$ cat src/rtl/psram_engine_pkg.sv
// ============================================================================
// psram_engine_pkg
// State encoding, phase lengths, pad-enable codes and byte-order helpers
// shared by the PSRAM serial transfer engine.
// Revision: 1.0
// ============================================================================
`default_nettype none

package psram_engine_pkg;

  localparam logic [2:0] S_IDLE   = 3'd0;
  localparam logic [2:0] S_CMD    = 3'd1;
  localparam logic [2:0] S_ADDR   = 3'd2;
  localparam logic [2:0] S_WAIT   = 3'd3;
  localparam logic [2:0] S_DATA   = 3'd4;
  localparam logic [2:0] S_FINISH = 3'd5;

  localparam logic [5:0] CMD_SER   = 6'd8;
  localparam logic [5:0] CMD_QUAD  = 6'd2;
  localparam logic [5:0] ADDR_SER  = 6'd24;
  localparam logic [5:0] ADDR_QUAD = 6'd6;

  localparam logic [3:0] OE_OFF  = 4'b0000;
  localparam logic [3:0] OE_SER  = 4'b0001;
  localparam logic [3:0] OE_QUAD = 4'b1111;

  function automatic logic [31:0] bswap32(input logic [31:0] d);
    return {d[7:0], d[15:8], d[23:16], d[31:24]};
  endfunction

  // Received bytes land MSB-first in the low bits; put byte 0 at [7:0].
  function automatic logic [31:0] rd_format(input logic [31:0] r, input logic [2:0] sz);
    case (sz)
      3'd1:    rd_format = {24'h0, r[7:0]};
      3'd2:    rd_format = {16'h0, r[7:0], r[15:8]};
      default: rd_format = bswap32(r);
    endcase
  endfunction

endpackage

`default_nettype wire

$ cat src/rtl/psram_engine_shifter.sv
// ============================================================================
// psram_engine_shifter
// 32-bit shift register: presents the outgoing bits at the top and assembles
// incoming pad data at the bottom, one or four bits per sck clock.
// Revision: 1.0
// ============================================================================
`default_nettype none

module psram_engine_shifter
  import psram_engine_pkg::*;
(
  input  logic        HCLK,
  input  logic        HRESETn,
  input  logic        load_i,
  input  logic [31:0] load_val_i,
  input  logic        shift_i,
  input  logic        quad_i,
  input  logic [3:0]  din_i,
  output logic [3:0]  msb_o,
  output logic [31:0] shifted_o
);

  logic [31:0] sh_q, sh_d;

  // Serial reads arrive on pad 1.
  assign shifted_o = quad_i ? {sh_q[27:0], din_i} : {sh_q[30:0], din_i[1]};
  assign msb_o     = sh_q[31:28];

  always_comb begin
    sh_d = sh_q;
    if (load_i)
      sh_d = load_val_i;
    else if (shift_i)
      sh_d = shifted_o;
  end

  always_ff @(posedge HCLK or negedge HRESETn) begin
    if (!HRESETn)
      sh_q <= '0;
    else
      sh_q <= sh_d;
  end

endmodule

`default_nettype wire

$ cat src/rtl/psram_qspi_engine.sv
// ============================================================================
// psram_qspi_engine
// Serialises one latched PSRAM transaction (command, address, wait, data)
// in SPI / QSPI / QPI modes. Option: PSRAM_ENGINE_RD_SAMPLE_DELAY_EN.
// Revision: 1.0
// ============================================================================
`default_nettype none

module psram_qspi_engine
  import psram_engine_pkg::*;
(
  input  logic        HCLK,
  input  logic        HRESETn,
  input  logic        start,
  input  logic [23:0] addr,
  input  logic [31:0] data_i,
  input  logic [2:0]  size,
  input  logic [7:0]  cmd,
  input  logic        rd_wr,
  input  logic [3:0]  wait_states,
  input  logic        qspi,
  input  logic        qpi,
  input  logic        short_cmd,
  output logic [31:0] data_o,
  output logic        done,
  output logic        sck,
  output logic        ce_n,
  input  logic [3:0]  din,
  output logic [3:0]  dout,
  output logic [3:0]  douten
);

  logic [2:0]  state_q, state_d;
  logic        half_q, half_d, sck_q, sck_d, ce_n_q, ce_n_d, done_q, done_d;
  logic        pend_q, pend_d;
  logic [5:0]  cnt_q, cnt_d;
  logic [3:0]  oe_q, oe_d;
  logic [31:0] data_q, data_d;
  logic [23:0] addr_q, addr_d;
  logic [31:0] wdata_q, wdata_d;
  logic [2:0]  size_q, size_d;
  logic [3:0]  ws_q, ws_d;
  logic        rd_q, rd_d, qspi_q, qspi_d, qpi_q, qpi_d, short_q, short_d;

  logic        w_load, w_shift, w_adv, w_qany, w_quad, w_defer;
  logic [31:0] w_load_val, w_shifted;
  logic [3:0]  w_msb;
  logic [2:0]  w_nxt;
  logic [5:0]  w_wait_len, w_data_len;

  assign w_qany     = qspi_q | qpi_q;
  assign w_quad     = (state_q == S_CMD) ? qpi_q : w_qany;
  assign w_wait_len = (rd_q & w_qany) ? {2'b00, ws_q} : 6'd0;
  assign w_data_len = w_qany ? {2'b00, size_q, 1'b0} : {size_q, 3'b000};

`ifdef PSRAM_ENGINE_RD_SAMPLE_DELAY_EN
  // Read bits are captured one HCLK after the sck high half ends.
  assign w_defer = (state_q == S_DATA) & rd_q;
`else
  assign w_defer = 1'b0;
`endif

  always_comb begin
    case (state_q)
      S_CMD:   w_nxt = short_q ? S_FINISH : S_ADDR;
      S_ADDR:  w_nxt = (w_wait_len != 6'd0) ? S_WAIT : S_DATA;
      S_WAIT:  w_nxt = S_DATA;
      default: w_nxt = S_FINISH;
    endcase
  end

  always_comb begin
    state_d = state_q;  half_d = half_q;  sck_d = sck_q;  ce_n_d = ce_n_q;
    cnt_d   = cnt_q;    oe_d   = oe_q;    data_d = data_q; pend_d = pend_q;
    done_d  = 1'b0;
    addr_d  = addr_q;   wdata_d = wdata_q; size_d = size_q; ws_d = ws_q;
    rd_d    = rd_q;     qspi_d  = qspi_q;  qpi_d  = qpi_q;  short_d = short_q;
    w_load  = 1'b0;     w_load_val = '0;   w_shift = 1'b0;  w_adv = 1'b0;
    case (state_q)
      S_IDLE: if (start) begin
        addr_d  = addr;   wdata_d = data_i;  rd_d = rd_wr;  ws_d = wait_states;
        qspi_d  = qspi;   qpi_d   = qpi;     short_d = short_cmd;
        size_d  = (size == 3'd1 || size == 3'd2) ? size : 3'd4;
        state_d = S_CMD;  ce_n_d  = 1'b0;    half_d = 1'b0;  sck_d = 1'b0;
        cnt_d   = qpi ? CMD_QUAD : CMD_SER;
        oe_d    = qpi ? OE_QUAD : OE_SER;
        w_load  = 1'b1;   w_load_val = {cmd, 24'h0};
      end
      S_FINISH: state_d = S_IDLE;
      default: begin
        if (!half_q) begin
          if (pend_q) begin
            w_shift = 1'b1;
            pend_d  = 1'b0;
          end
          // A zero count here is the extra delayed-sample cycle after the last read clock.
          if (cnt_q == 6'd0)
            w_adv = 1'b1;
          else begin
            sck_d  = 1'b1;
            half_d = 1'b1;
          end
        end else begin
          sck_d  = 1'b0;
          half_d = 1'b0;
          if (w_defer) pend_d = 1'b1;
          else         w_shift = 1'b1;
          if (cnt_q != 6'd1) cnt_d = cnt_q - 6'd1;
          else if (w_defer)  cnt_d = 6'd0;
          else               w_adv = 1'b1;
        end
      end
    endcase

    if (w_adv) begin
      state_d = w_nxt;
      case (w_nxt)
        S_ADDR: begin
          cnt_d  = w_qany ? ADDR_QUAD : ADDR_SER;
          oe_d   = w_qany ? OE_QUAD : OE_SER;
          w_load = 1'b1;  w_load_val = {addr_q, 8'h0};
        end
        S_WAIT: begin
          cnt_d = w_wait_len;
          oe_d  = OE_OFF;
        end
        S_DATA: begin
          cnt_d  = w_data_len;
          oe_d   = rd_q ? OE_OFF : (w_qany ? OE_QUAD : OE_SER);
          w_load = 1'b1;  w_load_val = rd_q ? 32'h0 : bswap32(wdata_q);
        end
        default: begin
          ce_n_d = 1'b1;
          oe_d   = OE_OFF;
          done_d = 1'b1;
          if (state_q == S_DATA && rd_q)
            data_d = rd_format(w_shifted, size_q);
        end
      endcase
    end
  end

  always_ff @(posedge HCLK or negedge HRESETn) begin
    if (!HRESETn) begin
      state_q <= S_IDLE; half_q <= 1'b0; sck_q <= 1'b0; ce_n_q <= 1'b1;
      cnt_q   <= '0;     oe_q   <= OE_OFF; data_q <= '0; done_q <= 1'b0;
      pend_q  <= 1'b0;   addr_q <= '0;   wdata_q <= '0; size_q <= '0;
      ws_q    <= '0;     rd_q   <= 1'b0; qspi_q <= 1'b0; qpi_q <= 1'b0;
      short_q <= 1'b0;
    end else begin
      state_q <= state_d; half_q <= half_d; sck_q <= sck_d; ce_n_q <= ce_n_d;
      cnt_q   <= cnt_d;   oe_q   <= oe_d;   data_q <= data_d; done_q <= done_d;
      pend_q  <= pend_d;  addr_q <= addr_d; wdata_q <= wdata_d; size_q <= size_d;
      ws_q    <= ws_d;    rd_q   <= rd_d;   qspi_q <= qspi_d; qpi_q <= qpi_d;
      short_q <= short_d;
    end
  end

  psram_engine_shifter u_shifter (
    .HCLK       (HCLK),
    .HRESETn    (HRESETn),
    .load_i     (w_load),
    .load_val_i (w_load_val),
    .shift_i    (w_shift),
    .quad_i     (w_quad),
    .din_i      (din),
    .msb_o      (w_msb),
    .shifted_o  (w_shifted)
  );

  assign dout   = oe_q & (oe_q[3] ? w_msb : {3'b000, w_msb[3]});
  assign douten = oe_q;
  assign sck    = sck_q;
  assign ce_n   = ce_n_q;
  assign done   = done_q;
  assign data_o = data_q;

endmodule

`default_nettype wire

$ cat config.mk
export PLATFORM = sky130hd
export DESIGN_NAME = psram_qspi_engine
export DESIGN_NICKNAME = d
export VERILOG_FILES = /design/src/rtl/psram_engine_pkg.sv /design/src/rtl/psram_engine_shifter.sv /design/src/rtl/psram_qspi_engine.sv
export SDC_FILE = /design/constraint.sdc
export NUM_CORES = 1
export LEC_CHECK = 0
export ABC_AREA = 0
export ABC_CLOCK_PERIOD_IN_PS = 2180
export CORE_MARGIN = 2
export CORE_UTILIZATION = 48
export DETAILED_ROUTE_END_ITERATION = 12
export GPL_TIMING_DRIVEN = 0
export PLACE_DENSITY_LB_ADDON = 0.15
export SETUP_SLACK_MARGIN = 0.4
export SLEW_MARGIN = 15
export SYNTH_ARGS = -nofsm -noshare
export SYNTH_HDL_FRONTEND = slang
export SYNTH_SLANG_ARGS = --single-unit
$ cat constraint.sdc
create_clock -name HCLK -period 2.18 [get_ports HCLK]
set_clock_uncertainty 0.15 [all_clocks]
set_input_delay 0.436 -clock HCLK [delete_from_list [all_inputs] [get_ports HCLK]]
set_output_delay 0.436 -clock HCLK [all_outputs]
set_load 0.005 [all_outputs]
### After elaboration in Yosys (flattened, before gate mapping)

Index checks and enable logic that the tools add are counted.

* input port bits: 82
* word-level logic and storage cells: 115
* flip-flop bits (word level): 148
* output and inout port bits: 43

* add/sub/neg operators: 1
* bitwise logic cells: 5
* muxes and demuxes: 58
* reduce and logical (&&, ||, !) cells: 18
* equal/unequal tests: 16

Operators with widths (number)
* $mux 32: 7
* $pmux 32 s2: 2
* $mux 4: 9
* $mux 6: 5
* $mux 1: 22
* $eq 3x2->1 const B: 6
* $pmux 6 s3: 1
* $mux 3: 5
* $pmux 6 s2: 1
* $eq 3x1->1 const B: 3
* $eq 3x3->1 const B: 3
* $pmux 3 s3: 1
* $pmux 4 s2: 1
* $reduce_and 2->1: 4
* $logic_not 6->1: 1
* $ne 6x1->1 const B: 1
* $pmux 3 s2: 1
* $reduce_and 3->1: 2
* $reduce_bool 2->1: 3
* $reduce_bool 6->1: 1
* $sub 6x1->6 const B: 1
* $mux 5: 1
* $and 4x4->4: 1
* $pmux 1 s2: 2
* 12 further kinds: 14

### Longest topological paths before layout

* word-level depth: 11
* gate-level depth with buffers: 9
* mapped depth without buffers: 7

### By module

A second synthesis with hierarchy kept.

* cells, all modules: 878
* area, all modules: 7910.1 µm²

Modules (own cells, without submodules)
* psram_qspi_engine: instances 1, area an instance 5785.5 µm², seq. area each 2854.0 µm², cells an instance 696
* psram_engine_shifter: instances 1, area an instance 2124.5 µm², seq. area each 800.8 µm², cells an instance 182

### Least setup slack after synthesis

OpenSTA, ideal clock, no wires.

* path kind: register -> register
* start: register state_q[2]
* end: register u_shifter.sh_q[29]
* data required time: 1.907 ns
* period minus slack after synthesis: 2.171 ns
* data arrival time: 1.898 ns
* setup slack: 0.009 ns
* path buffers: 3
* cell stages (with the launch flop): 9
* setup time: 0.123 ns
* path through: dfrtp_1 > buf_2 > or3b_1 > a21oi_2 > buf_4 > buf_8 > mux2_2 > a21oi_1 > o2bb2ai_1

* cells in the longest elaborated chain, start to end: 7
* elaborated cells between the ends (all ways): 23
* classes of those cells: eq/ne: 6; mux: 13; reduce/logical: 4

Ends and longest elaborated chain
* start: declaration: line psram_qspi_engine.sv:33 `logic [2:0] state_q, state_d;`
* start signal: assignment: line psram_qspi_engine.sv:151 `state_q <= state_d; half_q <= half_d; sck_q <= sck_d; ce_n_q <= ce_n_d;`
* $eq 3x2->1 / $eq 3x1->1 (equally long branches): line psram_qspi_engine.sv:64, psram_qspi_engine.sv:52
* $pmux 3 s3: line psram_qspi_engine.sv:64 `case (state_q)`
* $eq 3x3->1 / $eq 3x2->1 (equally long branches): line psram_qspi_engine.sv:117 `case (w_nxt)`
* $reduce_or 2->1 (no source line)
* $mux 1: line psram_qspi_engine.sv:117
* $mux 1: line psram_qspi_engine.sv:115 `if (w_adv) begin`
* $mux 32 / $reduce_bool 2->1 (equally long branches)
* end signal: assignment: line psram_engine_shifter.sv:39 `sh_q <= '0;`
* end signal: assignment: line psram_engine_shifter.sv:41 `sh_q <= sh_d;`
* end: declaration: line psram_engine_shifter.sv:23 `logic [31:0] sh_q, sh_d;`

Several ways; a longest one is shown, not always the timed one. The select of a mux whose other input is x is not followed.
A chain may end at the register's enable or synchronous reset.

### Final worst setup path

* start: register state_q[2]
* end: register u_shifter.sh_q[11]

The elaborated chain is that of the path after synthesis.

==> impl_results.rst <==
.. list-table::
   :header-rows: 1

   * - Metric
     - Value
   * - Outcome
     - complete, but fails checks
   * - Failing checks
     - negative setup slack
   * - Yosys top cell area share
     - 0.506
   * - Count of synthesis-stage warnings from yosys
     - 0
   * - Count of final hold-check violations
     - 0
   * - Peak supply drop
     - 0.950 mV
   * - Effective utilization at floorplan
     - 0.492
   * - Share of flip-flops with an asynchronous set or reset after synthesis
     - 1.00
   * - Tightest slew margin relative to the limit
     - 0.547
   * - Final wirelength
     - 26,800 um
   * - Cell with the most instances on the worst path
     - sky130_fd_sc_hd__buf_4
   * - Power density relative to cell area
     - 1670 mW/mm^2
   * - Overall routing resource usage
     - 0.310
   * - R2R depth
     - 9
   * - Type of origin of the critical path
     - register
   * - Number of different library cells in the post-synthesis netlist
     - 58
   * - Most frequent cells in the layout
     - sky130_fd_sc_hd__nand2_1, sky130_fd_sc_hd__dfrtp_1, sky130_fd_sc_hd__clkdlybuf4s50_1
   * - Antenna cells
     - 0
   * - Cell Chain, Critical Path
     - buf_6 -> buf_4 -> buf_6 -> xor2_4 -> o211ai_1 -> buf_4 -> a22oi_4 -> buf_4 -> o32ai_1
   * - Vias per cell
     - 6.10
   * - Antenna violations before repair
     - 0
   * - Post-synthesis sequential element count
     - 146
   * - Unrepaired setup endpoints after global routing
     - yes
   * - Least-Margin Pin Slew
     - 0.680 ns
   * - Most common cell after layout, fill and taps aside
     - sky130_fd_sc_hd__nand2_1
   * - Post-detailed-route DRC marker count
     - 0
   * - Port Buf Inserts
     - 124
   * - Longest individual stage delay on the worst path
     - 0.38 ns
   * - First-pass DRT Iterations
     - 5
   * - Critical path endpoint category
     - register
   * - Arrival time worst endpoint
     - 2.52 ns
   * - Clock period minus worst slack
     - 2.36 ns
   * - Wire length of the first global-routing pass
     - 38,700 um
   * - Clock Path Buffers
     - 2
   * - Floorplan die width
     - 126 um
   * - Type of the worst setup path
     - register to register
   * - Setup Slack @ Placement
     - -0.868 ns
   * - Hold crit path type
     - register to register
   * - Final net count
     - 1,103
   * - Post-route core utilization
     - 0.797
   * - Count of flip-flops with a built-in enable after synthesis
     - 0
   * - Number of buffer and inverter instances along the worst setup path
     - 5
   * - Overall power consumption
     - 19.4 mW
   * - Part of the cycle the worst path needs
     - 1.08
   * - Critical path required time
     - 2.34 ns
   * - Count of routing violations after the opening detailed-route iteration
     - 837
   * - Number of filler instances in the final layout
     - 840
   * - Average instance area after synthesis
     - 9.19 um^2
   * - Clock latency on the worst-skew pair
     - 0.44 ns
   * - Total of max-cap violations
     - 0
   * - Largest net degree at the start of global routing
     - 91
   * - Total Die Area
     - 0.0159 mm^2
   * - Fraction of layout instances using a drive strength above 1
     - 0.360
   * - Die boundary height
     - 126 um
   * - Worst setup slack after layout
     - -0.177 ns
   * - Cell accounting for the most synthesized area
     - sky130_fd_sc_hd__dfrtp_1
   * - Max Slew Vio Count
     - 0
   * - Global route overflow
     - 0
   * - Net count of the mapped netlist
     - 865
   * - Fmax
     - 424 MHz
   * - Instance count on the critical path
     - 9
   * - Number of buffers inserted during clock tree synthesis
     - 17
   * - Maximum fanout along the worst path
     - 5
   * - TritonCTS clock tree
     - built
   * - Area growth syn-to-layout
     - 62.0%
   * - Master of the slowest instance on the critical path
     - sky130_fd_sc_hd__dfrtp_1
   * - Post-synthesis sequential area ratio
     - 0.509
   * - Total number of placement rows
     - 44
   * - Routability-driven placement congestion ratio
     - 0.892
   * - Leakage power
     - 5.36 nW
   * - Area contributors post-synth
     - sky130_fd_sc_hd__dfrtp_1, sky130_fd_sc_hd__nand2_1, sky130_fd_sc_hd__mux2_2
   * - Final setup vio count
     - 82
   * - H-Tree Level Count
     - 4
   * - Floorplan core area
     - 0.0146 mm^2
   * - Largest delay share family, worst path
     - buffers and inverters
   * - Count of nets left with antenna violations after detail routing
     - 0
   * - Wire length per cell after detailed routing
     - 22.1 um
   * - Via count of the first global-routing pass
     - 7,088
   * - Hold-critical path depth
     - 2
   * - Cells after synthesis
     - 781
   * - Post-synthesis cell area
     - 0.00718 mm^2
   * - Clock net sink count
     - 146
   * - Most instantiated flip-flop cell in the synthesis netlist
     - sky130_fd_sc_hd__dfrtp_1
   * - Cell at the root of the clock tree
     - sky130_fd_sc_hd__clkbuf_16
   * - Clock Pin Slew Worst Setup and Hold Paths
     - 0.06 ns
   * - Ports placed on the boundary
     - 125
   * - Detailed-placement wirelength estimate
     - 15,300 um
   * - Total via count after detailed routing
     - 7,411
==> metal layers <==
| layer | global-route usage | share of wire | up-vias | wire (um) |
|---|---|---|---|---|
| met3 | 0.0607 | 0.076 | 98 | 2030 |
| met4 | 0.130 | 0.044 | 0 | 1190 |
| li1 | - | - | 3217 | - |
| met2 | 0.509 | 0.50 | 452 | 13300 |
| met5 | 0 | 0 | - | 0 |
| met1 | 0.406 | 0.38 | 3644 | 10300 |
==> Yosys cell counts (all sizes together) (2+ instances only) <==
cell type and number:
o22ai 7, ha 2, a32o 2, nor3 3
mux2 31, inv 5, a22o 19, o2bb2ai 8
and2 3, o21ai 30, mux2i 10, buf 25
o31ai 4, a221oi 8, nor3b 2, nand4 2
xor2 2, o32ai 17, a31oi 2, a21oi 37
a21o 6, nor4b 2, nor2 70, nand2 240
or3 2, dfrtp 145, a32oi 2, or4b 2
nand3 11, or4 2, or2 2, xnor2 2
a22oi 26, nand2b 7, clkbuf 26, nor4 3
nor2b 3
==> worst paths after layout <==
| kind | slack (ns) | from | endpoint |
|---|---|---|---|
| max | -0.18 | state_q[2]$_DFFE_PN0P_ | u_shifter.sh_q[11]$_DFFE_PN0P_ |
| min | 0.32 | data_o[22]$_DFFE_PN0P_ | data_o[22]$_DFFE_PN0P_ |
| max reg2reg | -0.18 | state_q[2]$_DFFE_PN0P_ | u_shifter.sh_q[11]$_DFFE_PN0P_ |
| min reg2reg | 0.32 | data_o[22]$_DFFE_PN0P_ | data_o[22]$_DFFE_PN0P_ |
| max in group asynchronous | 0.71 | HRESETn | state_q[0]$_DFFE_PN0P_ |
| min in group asynchronous | 0.37 | HRESETn | half_q$_DFFE_PN0P_ |
==> cells by family after synthesis <==
family | synth area share
simple gates | 0.210
compound gates | 0.173
flops | 0.509
buf+inv | 0.0366
mux | 0.0626
xor+xnor | 0.00488
fa+ha+maj | 0.00349
==> power breakdown <==
part | switching (mW) | internal (mW)
clock | 1.25 | 1.81
combinational | 5.62 | 5.65
sequential | 1.12 | 3.96
total | 7.99 | 11.4
==> worst reg2reg max path: cells and delay by family (launching register included) <==
family	cells	cell delay, ns
buffers and inverters	5	0.79
AOI/OAI and AO/OA	3	0.74
DFF	1	0.38
xor gates and xnor gates	1	0.19
==> state kept, by name (all words and copies together) (netlist names) <==
signal and flops:
cnt_q 6, state_q 3, ce_n 1, size_q 3
ws_q 4, addr_q 24, qspi_q 1, qpi_q 1
u_shifter.sh_q 32, sck 1, data_o 32, short_q 1
done 1, douten 2, wdata_q 32, half_q 1
rd_q 1
==> through the flow <==
stage | std cells | hold WS, ns | cell area (um^2) | setup TNS (ns)
2_1_floorplan | 781 | -0.00959 | 7430 | 0
3_3_place_gp | 1089 | 0.309 | 8900 | -810.11
3_5_place_dp | 1090 | 0.243 | 8930 | -68.73
4_1_cts | 1198 | 0.321 | 11200 | -1.83
5_1_grt | 1215 | 0.342 | 11600 | -10.97
6_report | 1215 | 0.321 | 11600 | -7.08
==> cell type report <==
type,count,area [um^2],share of cell area
plain buffers,51,639,0.0550
clock buffers,18,429,0.0369
clock inverters,13,175,0.0151
inverters,5,18.8,0.00161
multi-input cells,579,4230,0.364
flip-flops and latches,146,3660,0.315
well taps,184,230,0.0198
repair buffers,219,2240,0.193
==> timing repair <==
action	4_1_cts	5_1_grt
cloned	11	1
gates resized for setup	305	85
hold endpoints to repair	56	0
hold buffers	1	0
endpoints found under the setup margin	189	153
pin swaps	29	16
setup buffers	65	16
Note: power is estimated with default switching activity, not from simulation.
